===== src/rtl/cpu_ctrl_pkg.sv =====
// rtl/cpu_ctrl_pkg.sv - state, opcode/funct, ALU and mux-select encodings for the multicycle control unit
package cpu_ctrl_pkg;

  typedef enum logic [3:0] {
    S_RESET,
    S_FETCH,
    S_DECODE,
    S_EXEC_R,
    S_EXEC_I,
    S_WB_R,
    S_WB_I,
    S_MEM_ADDR,
    S_LW_READ,
    S_LW_WB,
    S_SW_WRITE,
    S_BRANCH,
    S_JUMP,
    S_EXC
  } state_t;

  localparam logic [5:0] OP_R    = 6'h00;
  localparam logic [5:0] OP_J    = 6'h02;
  localparam logic [5:0] OP_BEQ  = 6'h04;
  localparam logic [5:0] OP_BNE  = 6'h05;
  localparam logic [5:0] OP_ADDI = 6'h08;
  localparam logic [5:0] OP_LW   = 6'h23;
  localparam logic [5:0] OP_SW   = 6'h2B;

  localparam logic [5:0] FN_ADD  = 6'h20;
  localparam logic [5:0] FN_SUB  = 6'h22;
  localparam logic [5:0] FN_AND  = 6'h24;

  localparam logic [2:0] ULA_NONE = 3'b000;
  localparam logic [2:0] ULA_ADD  = 3'b001;
  localparam logic [2:0] ULA_SUB  = 3'b010;
  localparam logic [2:0] ULA_AND  = 3'b011;
  localparam logic [2:0] ULA_CMP  = 3'b111;

  localparam logic [1:0] WR_RT = 2'b00;
  localparam logic [1:0] WR_RD = 2'b01;

  localparam logic [2:0] WD_ALUOUT = 3'b000;
  localparam logic [2:0] WD_MEM    = 3'b001;

  localparam logic       SA_PC = 1'b0;
  localparam logic       SA_A  = 1'b1;

  localparam logic [1:0] SB_B       = 2'b00;
  localparam logic [1:0] SB_FOUR    = 2'b01;
  localparam logic [1:0] SB_SEXT    = 2'b10;
  localparam logic [1:0] SB_SEXT_SH = 2'b11;

  localparam logic [2:0] PCS_RESULT = 3'b000;
  localparam logic [2:0] PCS_ALUOUT = 3'b001;
  localparam logic [2:0] PCS_JUMP   = 3'b010;
  localparam logic [2:0] PCS_EXC    = 3'b100;

  localparam logic [2:0] MA_PC     = 3'b000;
  localparam logic [2:0] MA_ALUOUT = 3'b001;

  function automatic logic r_funct_valid(input logic [5:0] funct);
    return (funct == FN_ADD) || (funct == FN_SUB) || (funct == FN_AND);
  endfunction

  function automatic logic [2:0] funct_to_ula(input logic [5:0] funct);
    case (funct)
      FN_ADD:  return ULA_ADD;
      FN_SUB:  return ULA_SUB;
      FN_AND:  return ULA_AND;
      default: return ULA_NONE;
    endcase
  endfunction

endpackage


===== src/rtl/control_unit.sv =====
// rtl/control_unit.sv - multicycle MIPS-subset control FSM with memory wait counter
module control_unit
  import cpu_ctrl_pkg::*;
#(
  parameter int unsigned MEM_WAIT = 2
) (
  input  logic       clk,
  input  logic       reset,
  input  logic [5:0] OPCODE,
  input  logic [5:0] FUNCT,
  input  logic       Of,
  input  logic       Eq,
  output logic       PC_w,
  output logic       MEM_w,
  output logic       IR_w,
  output logic       RB_w,
  output logic       AB_w,
  output logic       ALU_w,
  output logic       EPC_w,
  output logic [2:0] ULA_c,
  output logic [1:0] M_selector_writereg,
  output logic [2:0] M_selector_WDATA,
  output logic       M_selector_A,
  output logic [1:0] M_selector_B,
  output logic [2:0] M_selector_ALUOut,
  output logic [2:0] M_selector_Memory
);

  localparam int CW = (MEM_WAIT < 2) ? 1 : $clog2(MEM_WAIT + 1);
  localparam logic [CW-1:0] WAIT_MAX = CW'(MEM_WAIT);

  state_t        state;
  state_t        state_next;
  logic [CW-1:0] cnt;
  logic          cnt_last;

  assign cnt_last = (cnt == WAIT_MAX);

  // Counter restarts on every state change so each wait state sees 0..MEM_WAIT
  always_ff @(posedge clk) begin
    if (reset) begin
      state <= S_RESET;
      cnt   <= '0;
    end else begin
      state <= state_next;
      if (state_next != state)
        cnt <= '0;
      else if (!cnt_last)
        cnt <= cnt + CW'(1);
    end
  end

  always_comb begin
    state_next = state;
    case (state)
      S_RESET:  state_next = S_FETCH;
      S_FETCH:  state_next = cnt_last ? S_DECODE : S_FETCH;
      S_DECODE: begin
        case (OPCODE)
          OP_R:          state_next = r_funct_valid(FUNCT) ? S_EXEC_R : S_EXC;
          OP_ADDI:       state_next = S_EXEC_I;
          OP_LW, OP_SW:  state_next = S_MEM_ADDR;
          OP_BEQ, OP_BNE: state_next = S_BRANCH;
          OP_J:          state_next = S_JUMP;
          default:       state_next = S_EXC;
        endcase
      end
      // AND cannot overflow, so only add/sub divert to the exception path
      S_EXEC_R:   state_next = (Of && (FUNCT != FN_AND)) ? S_EXC : S_WB_R;
      S_EXEC_I:   state_next = Of ? S_EXC : S_WB_I;
      S_WB_R:     state_next = S_FETCH;
      S_WB_I:     state_next = S_FETCH;
      S_MEM_ADDR: state_next = (OPCODE == OP_LW) ? S_LW_READ : S_SW_WRITE;
      S_LW_READ:  state_next = cnt_last ? S_LW_WB : S_LW_READ;
      S_LW_WB:    state_next = S_FETCH;
      S_SW_WRITE: state_next = S_FETCH;
      S_BRANCH:   state_next = S_FETCH;
      S_JUMP:     state_next = S_FETCH;
      S_EXC:      state_next = S_FETCH;
      default:    state_next = S_RESET;
    endcase
  end

  always_comb begin
    PC_w                = 1'b0;
    MEM_w               = 1'b0;
    IR_w                = 1'b0;
    RB_w                = 1'b0;
    AB_w                = 1'b0;
    ALU_w               = 1'b0;
    EPC_w               = 1'b0;
    ULA_c               = ULA_NONE;
    M_selector_writereg = WR_RT;
    M_selector_WDATA    = WD_ALUOUT;
    M_selector_A        = SA_PC;
    M_selector_B        = SB_B;
    M_selector_ALUOut   = PCS_RESULT;
    M_selector_Memory   = MA_PC;
    case (state)
      S_FETCH: begin
        M_selector_Memory = MA_PC;
        if (cnt_last) begin
          IR_w              = 1'b1;
          PC_w              = 1'b1;
          M_selector_A      = SA_PC;
          M_selector_B      = SB_FOUR;
          ULA_c             = ULA_ADD;
          M_selector_ALUOut = PCS_RESULT;
        end
      end
      S_DECODE: begin
        AB_w         = 1'b1;
        ALU_w        = 1'b1;
        M_selector_A = SA_PC;
        M_selector_B = SB_SEXT_SH;
        ULA_c        = ULA_ADD;
      end
      S_EXEC_R: begin
        M_selector_A = SA_A;
        M_selector_B = SB_B;
        ULA_c        = funct_to_ula(FUNCT);
        ALU_w        = 1'b1;
      end
      S_EXEC_I, S_MEM_ADDR: begin
        M_selector_A = SA_A;
        M_selector_B = SB_SEXT;
        ULA_c        = ULA_ADD;
        ALU_w        = 1'b1;
      end
      S_WB_R: begin
        RB_w                = 1'b1;
        M_selector_WDATA    = WD_ALUOUT;
        M_selector_writereg = WR_RD;
      end
      S_WB_I: begin
        RB_w                = 1'b1;
        M_selector_WDATA    = WD_ALUOUT;
        M_selector_writereg = WR_RT;
      end
      S_LW_READ: M_selector_Memory = MA_ALUOUT;
      S_LW_WB: begin
        M_selector_Memory   = MA_ALUOUT;
        RB_w                = 1'b1;
        M_selector_WDATA    = WD_MEM;
        M_selector_writereg = WR_RT;
      end
      S_SW_WRITE: begin
        M_selector_Memory = MA_ALUOUT;
        MEM_w             = 1'b1;
      end
      S_BRANCH: begin
        M_selector_A      = SA_A;
        M_selector_B      = SB_B;
        ULA_c             = ULA_CMP;
        M_selector_ALUOut = PCS_ALUOUT;
        PC_w              = (OPCODE == OP_BNE) ? ~Eq : Eq;
      end
      S_JUMP: begin
        M_selector_ALUOut = PCS_JUMP;
        PC_w              = 1'b1;
      end
      // EPC gets PC-4 because PC was already advanced during fetch
      S_EXC: begin
        M_selector_A      = SA_PC;
        M_selector_B      = SB_FOUR;
        ULA_c             = ULA_SUB;
        EPC_w             = 1'b1;
        M_selector_ALUOut = PCS_EXC;
        PC_w              = 1'b1;
      end
      default: ;
    endcase
  end

endmodule


===== config.mk =====
export PLATFORM = sky130hd
export DESIGN_NAME = control_unit
export DESIGN_NICKNAME = d
export VERILOG_FILES = /design/src/rtl/cpu_ctrl_pkg.sv /design/src/rtl/control_unit.sv
export SDC_FILE = /design/constraint.sdc
export NUM_CORES = 1
export LEC_CHECK = 0
export CORE_MARGIN = 5
export CORE_UTILIZATION = 30
export CTS_BUF_LIST = sky130_fd_sc_hd__clkbuf_2
export DETAILED_ROUTE_END_ITERATION = 6
export PLACE_DENSITY_LB_ADDON = 0.15
export REMOVE_ABC_BUFFERS = 1
export SETUP_SLACK_MARGIN = 0.2
export SLEW_MARGIN = 15
export SYNTH_ARGS = -nofsm -noshare
export SYNTH_HDL_FRONTEND = slang
export SYNTH_SLANG_ARGS = --single-unit

===== constraint.sdc =====
create_clock -name clk -period 2.74 [get_ports clk]
set_clock_uncertainty 0.2 [all_clocks]
set_input_delay 0.411 -clock clk [delete_from_list [all_inputs] [get_ports clk]]
set_output_delay 0.411 -clock clk [all_outputs]
set_load 0.005 [all_outputs]

After elaboration in Yosys (flattened, before gate mapping)
Cells that the tools add are included.

Flip-flop bits (word level): 6. Word-level logic and storage cells: 72.

Add/sub/neg operators: 1. Eq/ne operators: 25. Multiplexer cells: 27. Bitwise gates (word level): 1. Reduce and logical (&&, ||, !) cells: 16.

Operator list (count): == test 6 bit (second input constant) (5); case mux 4 bit (7 select lines) (1); == test 4 bit (second input constant) (6); case mux 4 bit (5 select lines) (1); == test 4 x 3 -> 1 bit (second input constant) (4); two-way mux 1 bit (15); case mux 3 bit (5 select lines) (1); == test 6 x 3 -> 1 bit (second input constant) (2); two-way mux 4 bit (3); OR reduction 2 bit (5); case mux 3 bit (3 select lines) (1); OR reduction 3 bit (3); == test 4 x 2 -> 1 bit (second input constant) (2); case mux 2 bit (4 select lines) (1); OR reduction 4 bit (2); OR reduction 8 bit (1); == test 6 x 2 -> 1 bit (second input constant) (1); == test 6 x 4 -> 1 bit (second input constant) (1); logical NOT 6 bit (1); != test 6 bit (second input constant) (1); case mux 2 bit (3 select lines) (1); == test 4 x 1 -> 1 bit (second input constant) (1); logical NOT 4 bit (1); two-way mux 2 bit (2); other kinds (7) (8).

Logic depth before layout (Yosys ltp)
Gate-level depths: netlist of run 1.

Depth in word-level cells: 8. Mapped depth: 8. Mapped depth without buffers: 8.

Worst setup path after synthesis of run 1
No wires, ideal clock.

Kind: input to output. Start: input port OPCODE[1]. End: output port PC_w. Arrival time: 1.704 ns. Data required time: 2.129 ns. Slack: 0.425 ns. Stages: 7. Buffers on the path: 1. Cells stage by stage: buf_6 -> or4b_4 -> nor3b_1 -> xnor2_1 -> nor3_1 -> o21ai_0 -> nand2b_1.

Longest elaborated chain between the ends: 3.

RTL lines: start: declaration (line control_unit.sv:9) `input logic [5:0] OPCODE,`; == test 6 x 3 -> 1 bit (line control_unit.sv:156) `PC_w = (OPCODE == OP_BNE) ? ~Eq : Eq;`; two-way mux 1 bit (line control_unit.sv:156); case mux 1 bit (3 select lines) (line control_unit.sv:99) `case (state)`; end: declaration (line control_unit.sv:13) `output logic PC_w,`.

No other way between the ends.

Final worst setup path of run 1
Start: input port FUNCT[4]. End: output port ULA_c[0].

Longest elaborated chain between the ends: 3. Elaborated cells on any way between the ends: 5. Classes of those cells: 3 x eq/ne; 2 x mux.

RTL lines: start: declaration (line control_unit.sv:10) `input logic [5:0] FUNCT,`; == test 6 bit (line cpu_ctrl_pkg.sv:66) `case (funct)`; case mux 2 bit (3 select lines) * (line cpu_ctrl_pkg.sv:66); case mux 3 bit (5 select lines) * (line control_unit.sv:99); end: declaration (line control_unit.sv:20) `output logic [2:0] ULA_c,`.

Mark *: on every way between the ends. The rest lies on a longest branch, timed or not.

==> metrics.csv, run 1 <==
metric,value,unit
status,finished clean,
FP Rows,20,
Final setup viols,0,
number of diodes,0,
period utilization,89.8,%
Fmax,406,MHz
CP max FO,2,
Pwr per Cell Area,219,nW/um2
Final nets,198,
Iter 0 DRT Violations,72,
CTS tree,done,
Critical Path RT,2.13,ns
asr flop ratio synth,0,%
"Seq/Total Area, Yosys",13.1,%
number of global-route vias before repair,964,
CP peak stage delay,0.42,ns
grt ovf,0,
Final Util,45.8,%
gpl congestion,0.837,
CTS Hold Bufs,0,
worst ir drop on vdd,91.7,uV
first-pass GRT wire length,4.33,mm
hold violation count in the final report,0,
min setup slack post-route,0.278,ns
Synth top area share,13.1,%
Fillers,315,
layout cells sized above 1,21.2,%
pin count of the biggest net entering global routing,20,
Post-synth EDFFs,0,
# Max-Cap Violations,0,
Die Y-Extent,65.3,um
#FFs+latches synth,6,
WHS Path Cells,2,
Design Power,298,uW
clk buf depth,2,
initial antenna violation count,0,
Vias/cell,5.27,
CTS buffer count,3,
buffers added on ports,34,
die area,4260,um2
synthesis-to-finish area growth,48.8,%
Syn Area/Cell,6.73,um2
mapped cell area,916,um2
CTS Root Cell,clkbuf_2,
RSZ-0062 raised after global routing,yes,
"CTS clk-pin slew, worst paths",0.06,ns
fin. max-slew vios,0,
"commonest non-fill, non-tap cell in the layout",clkdlybuf4s50_1,
htree depth,1,
reg2reg path depth,8,
Synth area leaders,"dfxtp_1 13%, nor2_1 8.6%, o21ai_0 4.9%",
final worst path period need,2.46,ns
yosys warns,0,
DR WL/cell,12.8,um
clk_lat worst skew,0.22,ns
hpwl dp,2.22,mm
CP Launch Type,input pin,
CP max stage cell,clkdlybuf4s50_1,
die width,65.3,um
Initial Util,30.8,%
Main synth FF type,dfxtp_1,
kind of critical path,in2out,
Syn Inst Count,136,
DRC Markers,0,
critical-path cell list,clkdlybuf4s50_1 > nor4b_2 > a21boi_1 > o21ai_0 > nor2_1 > o32ai_1 > buf_2,
Crit. End Element,output pin,
Leak Pwr,0.000536,uW
worst hold path type,reg2reg,
Routed WL,2.72,mm
core area,2980,um2
Num Clock Sinks,6,
"Distinct cells, synth",46,
all-layer global routing usage,12.4,%
pre-CTS setup slack,-0.426,ns
Worst Path Arrival,1.85,ns
number of routed nets with antenna violations,0,
DRT Pass-1 Iters,4,
most frequent cells in the layout,"26 x clkdlybuf4s50_1, 21 x nor2_1, 17 x buf_4",
I/O pins,40,
post-synth top area cell,dfxtp_1,
vias,1117,
## kinds of logic (layout without fill, tap and decap cells)
group / Yosys count / after routing / share of synthesized area, %
flip-flops: 6 / 6 / 13.1
other: 1 / 5 / 0.409
buffers and inverters: 21 / 60 / 12.4
AND/OR/NAND/NOR: 65 / 65 / 39.9
XOR/XNOR: 6 / 6 / 5.74
AO/OA/AOI/OAI: 36 / 36 / 27.1
adder cells (fa/ha/maj): 1 / 1 / 1.37
## timing repair
item / in CTS / in global routing
endpoints found under the setup margin: 6 / 5
setup buffers: 1 / 0
pin swaps: 5 / 8
gates resized for setup: 14 / 12
## worst max-delay path, delay by kind of cell
kind / cells / cell delay, ns
AO/OA/AOI/OAI: 3 / 0.48
AND/OR/NAND/NOR: 2 / 0.38
buffers and inverters: 2 / 0.58
## per-stage QoR
stage	TNS (ns)	hold WS, ns	std cells	instance area (um2)
after detailed placement	-0.602	0.344	208	1340
after CTS	0	0.355	212	1360
after floorplan	0	0.280	125	840
after global routing	0	0.405	212	1360
final	0	0.353	212	1360
after global placement	-0.608	0.336	208	1340
## sequential cells by signal, summed over array words and instances (netlist names)
| signal | cells |
|---|---|
| cnt | 2 |
| state | 4 |
## report_power, final
group / internal (uW) / total, uW / switching (uW)
sequential: 93.7 / 104 / 10.3
combinational: 72.9 / 135 / 62.2
clock: 29.6 / 58.7 / 29.1
## Yosys cell counts, types with 2 or more instances
master     n
o32ai_1    2
nor2b_1    2
o21ai_0    9
inv_1      6
nand4_1    2
or2_2      2
xnor2_1    2
or3b_2     2
and2_1     2
a21boi_0   2
a32oi_1    2
nor2_1    21
nor3b_1    2
nor4b_1    2
a21oi_1    4
buf_2      4
nand3_1    2
nor3_1     7
nand2b_1   4
nand2_1    7
buf_4      6
xor2_1     4
a211oi_1   3
nor4_1     3
clkbuf_1   3
dfxtp_1    6
a31oi_1    6
## cell type report
type	count	area (um2)	area share [%]
Multi-Input combinational cell	113	704	51.7
Timing Repair Buffer	51	453	33.2
Sequential cell	6	126	9.27
Tap cell	33	41.3	3.03
Inverter	6	22.5	1.65
Clock buffer	3	15.0	1.10
## per-layer routing
layer | track usage (%) | vias up | wire length (um)
li1 | - | 573 | -
met1 | 16.9 | 510 | 1270
met2 | 20.6 | 34 | 1300
met3 | 2.56 | 0 | 155
met4 | 1.55 | 0 | 0
met5 | 0 | - | 0
## path summary, 6_finish.rpt
check | startpoint | endpoint | slack [ns]
worst min-delay path | cnt[1] | cnt[1] | 0.35
worst max-delay path | FUNCT[4] | ULA_c[0] | 0.28
worst max register to register | cnt[0] | cnt[0] | 0.69
worst min register to register | cnt[1] | cnt[1] | 0.35
Power figures use the tool's default switching activity.
==> run 2, diff against run 1 <==
CTS_CLUSTER_SIZE = 8   (was unset)
SLEW_MARGIN = 20   (was 15)
==> results of run 2 <==
The final DEF is identical to that of run 1; final timing and power are the same.
